$ cat src/rtl/regfile_sb.sv
// Multi-port integer register file with same-cycle write bypass, a per-register
// busy scoreboard for hazard detection, and a handshaked serial dump engine.
module regfile_sb #(
    parameter int XLEN   = 32,
    parameter int NREGS  = 32,
    parameter int NRD    = 2,
    parameter int NWR    = 2,
    parameter int BYPASS = 1,
    parameter int AW     = $clog2(NREGS)
) (
    input  logic                 clk,
    input  logic                 rst_b,
    input  logic [NRD*AW-1:0]    rs_num,
    output logic [NRD*XLEN-1:0]  rs_data,
    output logic [NRD-1:0]       rs_busy,
    input  logic [NWR-1:0]       rd_we,
    input  logic [NWR*AW-1:0]    rd_num,
    input  logic [NWR*XLEN-1:0]  rd_data,
    input  logic                 iss_valid,
    input  logic [AW-1:0]        iss_num,
    input  logic                 dump_req,
    output logic                 dump_valid,
    input  logic                 dump_ready,
    output logic [AW-1:0]        dump_idx,
    output logic [XLEN-1:0]      dump_data,
    output logic                 dump_done
);

    localparam logic [1:0] ST_IDLE = 2'd0;
    localparam logic [1:0] ST_DUMP = 2'd1;
    localparam logic [1:0] ST_DONE = 2'd2;

    logic [XLEN-1:0]  mem_q [NREGS];
    logic [XLEN-1:0]  mem_d [NREGS];
    logic [NREGS-1:0] busy_q;
    logic [NREGS-1:0] busy_d;
    logic [NREGS-1:0] wr_hit_s;
    logic [1:0]       state_q;
    logic [1:0]       state_d;
    logic [AW-1:0]    idx_q;
    logic [AW-1:0]    idx_d;
    logic [AW-1:0]    rd_idx_s [NRD];
    logic [XLEN-1:0]  rd_val_s [NRD];

    // Which registers receive an enabled write this cycle (r0 never counts).
    always_comb begin
        wr_hit_s = '0;
        for (int w = 0; w < NWR; w++) begin
            for (int i = 1; i < NREGS; i++) begin
                wr_hit_s[i] = wr_hit_s[i] | (rd_we[w] & (rd_num[w*AW +: AW] == AW'(i)));
            end
        end
    end

    // Next register contents: ascending port scan so the highest port wins.
    always_comb begin
        for (int i = 0; i < NREGS; i++) begin
            mem_d[i] = mem_q[i];
            for (int w = 0; w < NWR; w++) begin
                mem_d[i] = (rd_we[w] && (rd_num[w*AW +: AW] == AW'(i))) ?
                           rd_data[w*XLEN +: XLEN] : mem_d[i];
            end
        end
        mem_d[0] = '0;
    end

    // Scoreboard: a new issue outranks a same-cycle writeback clear.
    always_comb begin
        for (int i = 0; i < NREGS; i++) begin
            busy_d[i] = (busy_q[i] & ~wr_hit_s[i]) |
                        (iss_valid & (iss_num == AW'(i)));
        end
        busy_d[0] = 1'b0;
    end

    // Read ports: stored value, optionally overridden by same-cycle write data.
    always_comb begin
        rs_data = '0;
        rs_busy = '0;
        for (int p = 0; p < NRD; p++) begin
            rd_idx_s[p] = rs_num[p*AW +: AW];
            rd_val_s[p] = mem_q[rd_idx_s[p]];
            for (int w = 0; w < NWR; w++) begin
                rd_val_s[p] = ((BYPASS != 0) && rd_we[w] && (rd_idx_s[p] != '0) &&
                               (rd_num[w*AW +: AW] == rd_idx_s[p])) ?
                              rd_data[w*XLEN +: XLEN] : rd_val_s[p];
            end
            rs_data[p*XLEN +: XLEN] = rd_val_s[p];
            rs_busy[p] = busy_q[rd_idx_s[p]] &
                         ~((BYPASS != 0) & wr_hit_s[rd_idx_s[p]]);
        end
    end

    // Dump sequencer; idx wraps to 0 after the last beat since NREGS is a power of two.
    always_comb begin
        state_d = ST_IDLE;
        idx_d   = '0;
        case (state_q)
            ST_IDLE: begin
                state_d = dump_req ? ST_DUMP : ST_IDLE;
                idx_d   = '0;
            end
            ST_DUMP: begin
                if (dump_ready) begin
                    state_d = (idx_q == AW'(NREGS - 1)) ? ST_DONE : ST_DUMP;
                    idx_d   = idx_q + 1'b1;
                end else begin
                    state_d = ST_DUMP;
                    idx_d   = idx_q;
                end
            end
            ST_DONE: begin
                state_d = ST_IDLE;
                idx_d   = '0;
            end
            default: begin
                state_d = ST_IDLE;
                idx_d   = '0;
            end
        endcase
    end

    // State registers.
    always_ff @(posedge clk or negedge rst_b) begin
        if (!rst_b) begin
            for (int i = 0; i < NREGS; i++) begin
                mem_q[i] <= '0;
            end
            busy_q  <= '0;
            state_q <= ST_IDLE;
            idx_q   <= '0;
        end else begin
            for (int i = 0; i < NREGS; i++) begin
                mem_q[i] <= mem_d[i];
            end
            busy_q  <= busy_d;
            state_q <= state_d;
            idx_q   <= idx_d;
        end
    end

    // Dump outputs come straight from state; dump_data reflects stored (post-write) values.
    assign dump_valid = (state_q == ST_DUMP);
    assign dump_done  = (state_q == ST_DONE);
    assign dump_idx   = idx_q;
    assign dump_data  = mem_q[idx_q];

endmodule
$ cat config.mk
export PLATFORM = sky130hd
export DESIGN_NAME = regfile_sb
export DESIGN_NICKNAME = d
export VERILOG_FILES = /design/src/rtl/regfile_sb.sv
export SDC_FILE = /design/constraint.sdc
export NUM_CORES = 2
export LEC_CHECK = 0
export CORE_ASPECT_RATIO = 1.25
export CORE_MARGIN = 3
export CORE_UTILIZATION = 50
export DETAILED_ROUTE_END_ITERATION = 7
export PLACE_DENSITY = 0.69
export REMOVE_ABC_BUFFERS = 1
export SYNTH_ARGS = -nofsm -noshare
export SYNTH_HDL_FRONTEND = slang
export SYNTH_SLANG_ARGS = --single-unit
export TNS_END_PERCENT = 1
$ cat constraint.sdc
create_clock -name clk -period 2.9 [get_ports clk]
set_input_delay 0.435 -clock clk [delete_from_list [all_inputs] [get_ports clk]]
set_output_delay 0.435 -clock clk [all_outputs]
set_load 0.03 [all_outputs]
==> reports/metrics.cfg <==
[outcome]
status = finished with violations
violations = negative setup slack

[global_route]
grt_use_met3 = 0.1628
top_usage_layer = met2
use_met1 = 0.5276
grt-ovfl-total = 0
grt_antenna_before_repair = 9
grt_pass1_vias = 63290
grt_pass1_wl_um = 454300
met2_usage = 0.5771
grt_max_degree = 97
track_usage = 0.4128

[power_and_ir_drop]
p_comb_frac = 0.465
power.internal_uw = 45070
swShare = 0.3609
p_per_area_nw_per_um2 = 800.1
pwr-share-clk = 0.217
p_leak_uw = 0.03710
pwr-share-seq = 0.318
p_switching_uw = 25450
ir_worst_vdd_mv = 0.7406

[drt]
postRouteAntennaNets = 0
drc_errors = 0
wl_per_cell_um = 35.77
via_count = 64860
drt_first_pass_iters = 6
routed_wl_um = 316500
drtIter0Drc = 10690
routed_via_density = 7.332

[cts]
clock_sink_count = 1030
path_clk_slew_ps = 70
htreeDepth = 3
numCtsBuffers = 110
root_buffer = clkbuf_16
cts_tree = built
clk_latency_ps = 770
clk_path_buf_depth = 3

[place]
place_congestion = 0.9866
io_buffers = 200
placed_cells = 8613
place_area_sq_um = 83080
place_ws_ps = -587.9
hpwl_um = 198100

[setup_path]
crit_fanout = 8
path_buf_inv = 5
crit_family = multiplexers
worstPathArrival_ps = 3350
critPathLaunchType = flop
crit_required_ps = 2470
slowest_stage = mux4_2
critPathMaxStageDelay_ps = 540
critPathKind = reg -> out
cp_common_cell = buf_12
crit_chain = buf_12 > buf_12 > buf_16 > buf_4 > mux4_2 > mux4_2 > mux2_4 > buf_12
cp-end-kind = output port

[floorplanning]
start_util = 0.5039
pin_count = 201
row_count = 157
chipWidth_um = 349.7
die_area_sq_um = 152400
core_area_sq_um = 146500
die_h_um = 435.7

[yosys]
synthArstFlopShare = 1.000
synth_enable_flop_cells = 0
synth.area.top_cells = dfrtp_1 (35%), mux4_2 (27%), mux2i_1 (13%), nand2_1 (4.8%), o21ai_0 (4.4%)
yosysWarnings = 0
yosys.area.top_type_share = 0.3491
ys_ff_latch = 1030
synth_top_cell_by_area = dfrtp_1
seq_area_frac_synth = 0.3491
syn_avg_cell_area_sq_um = 11.06
syn_inst = 6676
synth_cell_types = 71
ys.flop_type = dfrtp_1
syn_area_sq_um = 73840

[layout]
nNetsFinal = 6930
fin_area_sq_um = 88140
final_cells = 8847
utilization = 0.6015
final_common_cell = dfrtp_1
area_growth_syn_to_layout_pct = 19.36
layout_common_cells = dfrtp_1 (1022), mux2i_1 (932), nand2_1 (909)
drive_gt1_frac = 0.3118
fillCellCount = 11400

[timing]
fmax_ghz = 0.2642
setup_tns_ps = -41410
slew_headroom = 0.1825
rsz0062_at_grt = yes
final.period_utilization = 1.305
setup_viol = 99
tightestPinTransition_ps = 1226
drv_slew = 0
fin_skew_ps = 0.3650
period_minus_slack_ps = 3785
fin_ws_ps = -884.9
hold_viol = 0

[hold_path]
holdCritPathClass = in -> async

[job]
maxCapViolCount = 0

## sequential cells by signal, summed over array words and instances (netlist names)
register,cells
mem_q,992
dump_idx,5
state_q,2
busy_q,31
## cells by family after synthesis
group | synth area share
mux | 0.4135
simple gates | 0.08026
compound gates | 0.1035
flops | 0.3491
buf+inv | 0.05100
xor+xnor | 0.002372
fa+ha+maj | 0.0003388
## per-layer routing
metal / wire length, um / part of all wire / vias up
met5: 77 / 0.00024 / -
met3: 51290 / 0.16 / 1412
met1: 105900 / 0.33 / 32210
li1: - / - / 25360
met2: 133100 / 0.42 / 5875
met4: 26070 / 0.082 / 4
## path summary, 6_finish.rpt
| path | end | slack [ps] | from | cells past startpoint |
|---|---|---|---|---|
| max | dump_data[7] | -880 | dump_idx[0] | 8 |
| min in group clk | state_q[0] | 250 | dump_req | 3 |
| min reg2reg | state_q[0] | 440 | state_q[1] | 1 |
| max in group asynchronous | mem_q[528] | 1540 | rst_b | 4 |
| max reg2reg | dump_idx[4] | 790 | dump_idx[1] | 7 |
| min | mem_q[184] | 240 | rst_b | 2 |
## final cells by class
class	count	area, sq um	share of cell area
Tap cell	1908	2387	0.02709
Sequential cell	1030	25800	0.2927
Clock buffer	152	3152	0.03576
Clock inverter	53	656.9	0.007453
Timing Repair Buffer	915	10760	0.1220
Antenna cell	14	35.03	0.0003975
Inverter	8	30.03	0.0003407
Multi-Input combinational cell	4767	45320	0.5142
## power groups by stage
stage | registers (uW) | clock network, uW | logic [uW]
2_1_floorplan | 21700 | 0 | 16000
3_3_place_gp | 22100 | 0 | 29900
3_5_place_dp | 22400 | 0 | 30500
4_1_cts | 22200 | 15300 | 32100
5_1_grt | 22900 | 15800 | 34200
6_report | 22400 | 15300 | 32800
## through the flow
stage          total power (uW)  hold slack (ps)
2_1_floorplan             37640            139.4
3_3_place_gp              51970            420.1
3_5_place_dp              52900            430.7
4_1_cts                   69570            242.8
5_1_grt                   72870            280.8
6_report                  70520            241.8
## synth_stat cells (8+ instances only)
cell type	instances
a32o_1	12
o21ai_0	652
clkbuf_2	9
buf_1	108
o221ai_1	11
mux2i_1	970
nor2_1	433
and2_1	16
nand3_1	9
a221oi_1	8
nand2_1	939
a21oi_1	269
a22oi_1	69
a22o_1	73
xnor2_1	15
nor2b_1	12
a31oi_1	135
o21ai_1	32
nand2b_1	9
mux2_2	97
buf_4	52
buf_2	154
dfrtp_1	1030
mux4_2	876
clkbuf_1	539
o2bb2ai_1	32
buf_6	9
## worst register-to-register path, stage by stage, from the launching register on
cell and delay, ps:
dfrtp_4 620, buf_12 270, buf_4 230, ha_1 220
and3_1 190, ha_1 280, mux2i_1 140, nor2_1 50
## what timing repair did
item,CTS,global route
hold endpoints to repair,50,0
gates resized for setup,202,61
gates cloned,7,1
hold buffers,1,0
buffers inserted,4,3
endpoints found under the setup margin,100,98
pin swaps,6,6
Note: power is estimated with default switching activity, not from simulation.
